--- src/rtl/aes_dec_pkg.sv ---
// ============================================================================
//  Module      : aes_dec_pkg
//  Description : Shared constants and types for the AES decryption round-key
//                path (round-key store, sequencing).
//  Revision    : 1.0
// ============================================================================
`default_nettype none

package aes_dec_pkg;

    localparam int NR_128 = 10;
    localparam int RK_W   = 128;

    typedef logic [0:RK_W-1] rkey_t;

    typedef enum logic [1:0] {
        EMPTY = 2'd0,
        LOAD  = 2'd1,
        READY = 2'd2
    } ld_state_t;

endpackage

`default_nettype wire

--- src/rtl/rkey_table.sv ---
// ============================================================================
//  Module      : rkey_table
//  Description : (NR+1) x 128 round-key storage, one write port and one
//                registered read port.
//  Revision    : 1.0
// ============================================================================
`default_nettype none

module rkey_table
    import aes_dec_pkg::*;
#(
    parameter int NR = NR_128,
    parameter int IW = 4
) (
    input  logic          clk,
    input  logic          rst,
    input  logic          wr_en_i,
    input  logic [IW-1:0] wr_idx_i,
    input  rkey_t         wr_data_i,
    input  logic          rd_en_i,
    input  logic [IW-1:0] rd_idx_i,
    output rkey_t         rd_data_o
);

    localparam logic [IW-1:0] c_IDX_LAST = IW'(NR);

    // Storage carries no reset so it can map onto a RAM macro.
    rkey_t mem_q [0:NR];
    rkey_t rd_data_q;

    always_ff @(posedge clk) begin
        if (wr_en_i && (wr_idx_i <= c_IDX_LAST)) begin
            mem_q[wr_idx_i] <= wr_data_i;
        end
    end

    always_ff @(posedge clk) begin
        if (rst) begin
            rd_data_q <= '0;
        end else if (rd_en_i) begin
            rd_data_q <= mem_q[rd_idx_i];
        end
    end

    assign rd_data_o = rd_data_q;

endmodule

`default_nettype wire

--- src/rtl/rkey_store_ctrl.sv ---
// ============================================================================
//  Module      : rkey_store_ctrl
//  Description : Hands new keys to the key expander, captures the round-key
//                stream and replays it in reverse order for decryption.
//  Revision    : 1.0
// ============================================================================
`default_nettype none

module rkey_store_ctrl
    import aes_dec_pkg::*;
#(
    parameter int NR = NR_128,
    parameter int IW = 4
) (
    input  logic            clk,
    input  logic            rst,
    input  logic [0:RK_W-1] key_in,
    input  logic            key_in_vld,
    output logic            key_in_rdy,
    output logic [0:RK_W-1] kx_kt,
    output logic            kx_kt_vld,
    input  logic            kx_kt_rdy,
    input  logic [0:RK_W-1] kx_rkey,
    input  logic            kx_rkey_vld,
    input  logic            kx_rkey_last,
    output logic            key_ok,
    input  logic            rd_start,
    input  logic            rd_next,
    output logic [0:RK_W-1] rk_out,
    output logic [0:IW-1]   rk_idx,
    output logic            rk_out_vld,
    output logic            rk_out_last,
    output logic            kx_err
);

    localparam logic [IW-1:0] c_IDX_LAST = IW'(NR);

    ld_state_t     state_q,   state_d;
    logic [IW-1:0] wr_ptr_q,  wr_ptr_d;
    logic          key_ok_q,  key_ok_d;
    logic          kx_err_q,  kx_err_d;
    logic          rep_act_q, rep_act_d;
    logic [IW-1:0] rk_idx_q,  rk_idx_d;

    logic          accept;
    logic          tbl_we;
    logic [IW-1:0] tbl_widx;
    logic          tbl_re;
    logic [IW-1:0] tbl_ridx;
    rkey_t         tbl_rdata;

    assign key_in_rdy = (state_q != LOAD) && !rep_act_q && kx_kt_rdy;
    assign accept     = key_in_vld && key_in_rdy;
    assign kx_kt      = key_in;
    assign kx_kt_vld  = accept;

    // Load side: the expander echoes the cipher key as round 0 in the
    // accept cycle, then streams rounds 1..NR back-to-back.
    always_comb begin
        state_d  = state_q;
        wr_ptr_d = wr_ptr_q;
        key_ok_d = key_ok_q;
        kx_err_d = kx_err_q;
        tbl_we   = 1'b0;
        tbl_widx = wr_ptr_q;
        if (accept) begin
            tbl_we   = 1'b1;
            tbl_widx = '0;
            wr_ptr_d = IW'(1);
            key_ok_d = 1'b0;
            state_d  = LOAD;
        end else if (state_q == LOAD) begin
            if (!kx_rkey_vld) begin
                kx_err_d = 1'b1;
                key_ok_d = 1'b0;
                state_d  = EMPTY;
            end else begin
                tbl_we = 1'b1;
                if (kx_rkey_last) begin
                    if (wr_ptr_q == c_IDX_LAST) begin
                        key_ok_d = 1'b1;
                        state_d  = READY;
                    end else begin
                        kx_err_d = 1'b1;
                        key_ok_d = 1'b0;
                        state_d  = EMPTY;
                    end
                end else if (wr_ptr_q == c_IDX_LAST) begin
                    // Table full but the stream claims more rounds.
                    kx_err_d = 1'b1;
                    key_ok_d = 1'b0;
                    state_d  = EMPTY;
                end else begin
                    wr_ptr_d = wr_ptr_q + 1'b1;
                end
            end
        end
    end

    // Replay side: rd_start restarts at round NR and wins over rd_next.
    always_comb begin
        rep_act_d = rep_act_q;
        rk_idx_d  = rk_idx_q;
        tbl_re    = 1'b0;
        tbl_ridx  = rk_idx_q;
        if (rd_start && key_ok_q) begin
            rep_act_d = 1'b1;
            rk_idx_d  = c_IDX_LAST;
            tbl_re    = 1'b1;
            tbl_ridx  = c_IDX_LAST;
        end else if (rd_next && rep_act_q) begin
            if (rk_idx_q != '0) begin
                rk_idx_d = rk_idx_q - 1'b1;
                tbl_re   = 1'b1;
                tbl_ridx = rk_idx_q - 1'b1;
            end else begin
                rep_act_d = 1'b0;
            end
        end
    end

    always_ff @(posedge clk) begin
        if (rst) begin
            state_q   <= EMPTY;
            wr_ptr_q  <= '0;
            key_ok_q  <= 1'b0;
            kx_err_q  <= 1'b0;
            rep_act_q <= 1'b0;
            rk_idx_q  <= '0;
        end else begin
            state_q   <= state_d;
            wr_ptr_q  <= wr_ptr_d;
            key_ok_q  <= key_ok_d;
            kx_err_q  <= kx_err_d;
            rep_act_q <= rep_act_d;
            rk_idx_q  <= rk_idx_d;
        end
    end

    rkey_table #(
        .NR (NR),
        .IW (IW)
    ) u_table (
        .clk       (clk),
        .rst       (rst),
        .wr_en_i   (tbl_we),
        .wr_idx_i  (tbl_widx),
        .wr_data_i (kx_rkey),
        .rd_en_i   (tbl_re),
        .rd_idx_i  (tbl_ridx),
        .rd_data_o (tbl_rdata)
    );

    assign rk_out      = tbl_rdata;
    assign rk_idx      = rk_idx_q;
    assign rk_out_vld  = rep_act_q;
    assign rk_out_last = rep_act_q && (rk_idx_q == '0);
    assign key_ok      = key_ok_q;
    assign kx_err      = kx_err_q;

endmodule

`default_nettype wire

--- config.mk ---
export PLATFORM = sky130hd
export DESIGN_NAME = rkey_store_ctrl
export DESIGN_NICKNAME = d
export VERILOG_FILES = /design/src/rtl/aes_dec_pkg.sv /design/src/rtl/rkey_table.sv /design/src/rtl/rkey_store_ctrl.sv
export SDC_FILE = /design/constraint.sdc
export NUM_CORES = 2
export LEC_CHECK = 0
export ABC_AREA = 1
export BUFFER_PORTS_ARGS = -buffer_cell sky130_fd_sc_hd__buf_2
export CORE_MARGIN = 4
export CORE_UTILIZATION = 50
export DETAILED_ROUTE_END_ITERATION = 6
export PLACE_DENSITY_LB_ADDON = 0.12
export SLEW_MARGIN = 30
export SYNTH_ARGS = -nofsm -noshare
export SYNTH_HDL_FRONTEND = slang
export SYNTH_HIERARCHICAL = 1
export SYNTH_SLANG_ARGS = --single-unit
--- constraint.sdc ---
create_clock -name clk -period 7.2 [get_ports clk]
set_clock_uncertainty 0.05 [all_clocks]
set_input_delay 0.72 -clock clk [delete_from_list [all_inputs] [get_ports clk]]
set_output_delay 0.72 -clock clk [all_outputs]
set_load 0.05 [all_outputs]
---- After elaboration in Yosys (flattened, before gate mapping) ----
Memories as Yosys holds them, arrays and structs flattened. A register that Yosys moved wholly into a read port is not among the register bits.
Index checks and enable logic that the tools add are counted.
storage, ports and cells
  register bits after elaboration ......... 13
  input port bits ......................... 264
  RAM bits ................................ 1408
  memories ................................ 1
  output and inout port bits .............. 266
  logic and storage cells ................. 78
cells by class
  add/sub/neg operators ................... 2
  muxes and demuxes ....................... 34
  reduce and logical (&&, ||, !) cells .... 20
  equal/unequal tests ..................... 9
  magnitude comparators ................... 1
  bitwise gates (word level) .............. 3
memories
  name           words  width  read ports  clocked after memory_dff  wr ports  line              RTL
  u_table.mem_q  11     128    1           1                         1         rkey_table.sv:28  rkey_t mem_q [0:NR];
operators with widths
  operator               count
  $mux W1                26
  $mux W4                4
  $reduce_and A4 Y1      3
  $mux W2                4
  $logic_and A1 B1 Y1    7
  $ne A2 B2 Y1 const B   3
  $reduce_and A2 Y1      3
  $reduce_bool A2 Y1     3
  $add A4 B1 Y4 const B  1
  $eq A4 B4 Y1 const B   1
  $le A4 B4 Y1 const B   1
  $logic_not A4 Y1       1
  $ne A4 B2 Y1 const B   1
  $reduce_bool A4 Y1     1
  $sub A4 B1 Y4 const B  1
  $ne A3 B1 Y1 const B   1
  $ne A3 B3 Y1 const B   1
  $not A1 Y1             3
  $eq A2 B1 Y1 const B   1
  $ne A2 B1 Y1 const B   1
  $reduce_or A2 Y1       1
  $logic_not A1 Y1       1

---- Longest topological paths before layout ----
  depth after elaboration ................. 9
  depth in mapped cells ................... 16
  mapped depth without buffers ............ 14

---- Hierarchy ----
Netlist, hierarchy kept.
modules (own cells, without submodules)
  module           area each (um^2)  times used  cells each  seq. area each (um^2)
  rkey_table       62494.9           1           5728        44843.0
  rkey_store_ctrl  1741.7            1           244         240.2

---- Worst setup path after synthesis ----
Ideal clock, no wire load.
  path type ............................... register -> register
  start point ............................. register state_q[1]
  end point ............................... memory u_table/mem_q[0][0] in the netlist's numbering (enable)
  setup time .............................. 0.617 ns
  cell stages (with the launch flop) ...... 7
  setup slack ............................. -0.176 ns
  data required time ...................... 6.533 ns
  buffers on the path ..................... 0
  clock period less this slack ............ 7.376 ns
  data arrival time ....................... 6.708 ns
  cell sequence ........................... dfxtp_1 > inv_1 > nand2_4 > nand3_2 > o21ai_0 > nand3_1 > nor2_1
on the way
  elaborated cells between the ends (all ways) .. 12
  those cells by class .................... order compare (1); eq/ne (2); mux (5); reduce/logical (4)
RTL lines
  element                            line                    RTL
  from (decl)                        rkey_store_ctrl.sv:38   ld_state_t state_q, state_d;
  from (signal assigned)             rkey_store_ctrl.sv:131  state_q <= state_d;
  $ne A2 B1 Y1                       rkey_store_ctrl.sv:52   assign key_in_rdy = (state_q != LOAD) && !rep_act_q && kx_kt_rdy;
  $logic_and A1 B1 Y1 (2 in series)  rkey_store_ctrl.sv:52
  $logic_and A1 B1 Y1                rkey_store_ctrl.sv:53   assign accept = key_in_vld && key_in_rdy;
  $mux W1 *                          rkey_store_ctrl.sv:66   if (accept) begin
  net tbl_we                         rkey_store_ctrl.sv:46   logic tbl_we;
  $logic_and A1 B1 Y1 *              rkey_table.sv:32        if (wr_en_i && (wr_idx_i <= c_IDX_LAST)) begin
  $mux W1 *                          rkey_table.sv:32
  $mux W1 (not written as such) *    rkey_table.sv:33        mem_q[wr_idx_i] <= wr_data_i;
  to (decl)                          rkey_table.sv:28
Mark *: on every way through the listed nets, which the timed path passes. The rest lies on a longest branch.

---- Worst setup path in the final report ----
  start point ............................. register rk_idx_q[0], in the netlist rk_idx[3]
  end point ............................... register u_table.rd_data_q[2], in the netlist u_table/rd_data_o[2] (read register of u_table.mem_q)
on the way
  cells in the longest elaborated chain, start to end .. 4
  elaborated cells between the ends (all ways) .. 8
  those cells by class .................... add/sub (1); mux (6); reduce/logical (1)
ends and longest elaborated chain
  element                                              line                    RTL
  from (decl)                                          rkey_store_ctrl.sv:43   logic [IW-1:0] rk_idx_q, rk_idx_d;
  from (signal assigned)                               rkey_store_ctrl.sv:136  rk_idx_q <= rk_idx_d;
  $sub A4 B1 Y4 or $reduce_bool A4 Y1 (tied branches)  -
  $mux W4                                              -
  $mux W4 * (2 in series)                              -
  net rk_idx_d[0]                                      rkey_store_ctrl.sv:43
  to (decl)                                            rkey_table.sv:29        rkey_t rd_data_q;
Marks and branches as above.
A chain may end at the register's enable or synchronous reset.

==> metrics.md <==
| Metric | Value |
|---|---|
| FP Rows | `131` |
| Setup Buffers After CTS | `0` |
| P_sw | `0.00362 W` |
| # IOs | `530` |
| GR Overflow Total | `0` |
| Post-DRT Antenna Nets | `0` |
| WHS Path Cells | `1` |
| Cells after Synth | `5972` |
| Worst slew pin tran | `1.14 ns` |
| Global-route wire length before repair | `249 mm` |
| Mux share of post-synthesis cell area | `0%` |
| Crit-path max FO | `162` |
| CTS clk-pin slew, worst paths | `0.06 ns` |
| Final HPWL DP | `77.3 mm` |
| Largest net degree at the start of global routing | `183` |
| R2R cell count | `14` |
| Largest family of logic cells by synthesized area | `simple AND/OR/NAND/NOR gates` |
| Die ar. | `134000 um2` |
| CTS resizes | `0` |
| Worst Path Arrival | `4.35 ns` |
| Max-slew violation count | `0` |
| Die Ht | `366 um` |
| Comb pwr share | `1.9%` |
| Tmin final | `3.71 ns` |
| Routability Congestion | `0.752` |
| Initial antenna violation count | `43` |
| Compound-Gate Fraction of Synth Area | `3.11%` |
| CP Capture Type | `flip-flop` |
| Max-cap violations | `0` |
| Post-DP Area | `66000 um2` |
| Die X | `366 um` |
| Required time worst endpoint | `7.84 ns` |
| Yosys top cell area share | `65.8%` |
| Startpoint types | `flip-flop` |
| Fin area | `71300 um2` |
| Clk Latency, worst-skew pair | `0.77 ns` |
| Vias in the first global route | `40045` |
| FFs w/ async S/R, synth | `0%` |
| Vias/cell | `5.30` |
| Post-synth EDFFs | `1408` |
| Vias | `41493` |
| Final setup fails | `0` |
| Fraction of layout cells with a size suffix above 1 | `9.50%` |
| Most common cell in the synthesized netlist | `nand2_1` |
| CTS Buf Count | `161` |
| Yosys cell types | `27` |
| Max clock buf depth | `3` |
| Drc violations | `0` |
| Clock sink total | `1548` |
| Rel. slew slack | `23.7%` |
| Leak | `29.7 nW` |
| Final net count | `6277` |
| Drt pass-1 iters | `5` |
| Status | `complete, no violations` |
| Fmax | `0.270 GHz` |
| Clock Power Share | `44.3%` |
| Pint | `0.0148 W` |
| Hold WC Path Type | `in2reg` |
| #FFs+latches synth | `1548` |
| Total number of H-tree levels | `4` |
| Port Buffers | `273` |
| Post-Synth Simple-Gate Area | `18.0%` |
| Worst-path cell chain | `inv_1 > ha_1 > nand3_2 > nand2_2 > nand2_1 > nand3_1 > inv_8 > inv_8 > buf_12 > nand2_1 > nand3_1 > nand3_1 > nand3_1 > a21oi_1` |
| Switching share of power | `19.7%` |
| PD cells | `258 nW/um2` |
| CTS tree | `built` |
| Adder-Cell Fraction of Synth Area | `0.0584%` |
| Drt initial violations | `3753` |
| Post-Synth XOR/XNOR Area | `0.0136%` |
| Synth cell count leaders | `nand2_1, edfxtp_1, nand3_1, inv_1, nor2_1` |
| CP max stage delay | `0.58 ns` |
| Top cells by area, synth | `edfxtp_1, nand2_1, nand3_1, inv_1, dfxtp_1` |
| CP Class | `reg2reg` |
| Worst path slowest cell | `inv_8` |
| Initial Util | `50.4%` |
| Area leader, netlist | `edfxtp_1` |
| Total Wirelength | `165 mm` |
| Wire length per cell | `21.0 um` |
| Period utilization | `51.5%` |
| Clock Root Buffer | `clkbuf_16` |
| CTS hold repair buffers | `0` |
| Synth-to-layout area growth | `11.0%` |
| Yosys warns | `6` |
| Core Footprint | `128000 um2` |
| Crit-path most repeated cell | `nand3_1` |
| Worst hold slack | `0.198 ns` |
| Reg power frac | `53.8%` |
| Mapped Area | `64200 um2` |
| Ys flop type | `edfxtp_1` |
| Syn Nets | `6239` |
| RSZ-0062 raised after global routing | `false` |
| Sequential share of the synthesized area | `70.2%` |
| VDD IR max | `0.238 mV` |
| GR Util All Layers | `24.3%` |
| Final hold vios | `0` |
| Avg Cell Area, Syn | `10.8 um2` |
-- through the flow --
step | std cells | setup TNS (ns) | total power, W | worst slack, ns | util, %
2_1_floorplan | 5972 | -237.46 | 0.0104 | -0.176 | -
3_3_place_gp | 7506 | 0 | 0.0104 | 3.42 | 51.8
3_5_place_dp | 7507 | 0 | 0.0104 | 3.44 | 51.8
4_1_cts | 7800 | 0 | 0.0186 | 3.59 | 55.8
5_1_grt | 7813 | 0 | 0.0190 | 3.27 | 55.9
6_report | 7826 | 0 | 0.0184 | 3.49 | 55.9
-- sequential cells by signal (all words and copies together), names as in the netlist --
register / count
kx_err: 1
rk_idx: 4
rk_out_vld: 1
state_q: 2
u_table/mem_q: 1408
u_table/rd_data_o: 128
wr_ptr_q: 4
-- final cells by class --
class	instances	area, um2
sequential	1548	45100
clock buffer	244	4670
antenna	24	60.1
timing repair buffer	329	2100
clock inverter	49	508
multi-input combinational	3166	13700
inverter	804	3060
tap	1662	2080
fill	10828	56200
-- layer usage --
layer,GRT usage [%],vias up,part of all wire [%]
met3,5.13,318,6.7
met4,8.72,26,2.8
met5,0.570,-,0.15
li1,-,19719,-
met2,39.6,1280,47
met1,32.4,20150,43
-- path summary, 6_finish.rpt --
kind	start	end	slack [ns]
worst max register to register	rk_idx[3]$_SDFF_PP0_	u_table/rd_data_o[2]$_SDFFE_PP0P_	3.49
worst min-delay path	kx_rkey[93]	u_table/mem_q[5][34]$_DFFE_PP_	0.20
worst min register to register	kx_err$_SDFFE_PP0P_	kx_err$_SDFFE_PP0P_	0.40
worst max-delay path	rk_idx[3]$_SDFF_PP0_	u_table/rd_data_o[2]$_SDFFE_PP0P_	3.49
-- worst max-delay path: cells and delay by family, from the launching register on --
| kind | cells | cell delay, ns |
|---|---|---|
| flops | 1 | 0.35 |
| buf+inv | 4 | 1.37 |
| simple gates | 8 | 1.04 |
| compound gates | 1 | 0.16 |
| fa+ha+maj | 1 | 0.24 |
-- power by group through the flow --
stage	logic, W	registers, W	clock network (W)
floorplan	0.000333	0.0101	0
global placement	0.000347	0.0101	0
detailed placement	0.000352	0.0101	0
CTS	0.000354	0.00989	0.00833
global route	0.000396	0.00989	0.00870
finish	0.000349	0.00989	0.00816
-- logic make-up after synthesis --
kind of cell / Yosys count
and+or+nand+nor: 2764
DFF: 1548
buffers and inverters: 1258
AOI/OAI and AO/OA: 398
adders and majority gates: 3
xor gates and xnor gates: 1
-- cell usage in the layout, fill, tap and decap left out, types with 24 or more instances in the layout --
master and count:
nand2_1 1567, edfxtp_1 1408, nand3_1 905, inv_1 793, buf_2 273, a21oi_1 265
nor2_1 263, clkbuf_16 167, dfxtp_1 140, o21ai_0 108, clkbuf_1 57, buf_4 32
diode_2 24
Note: power is estimated with default switching activity, not from simulation.
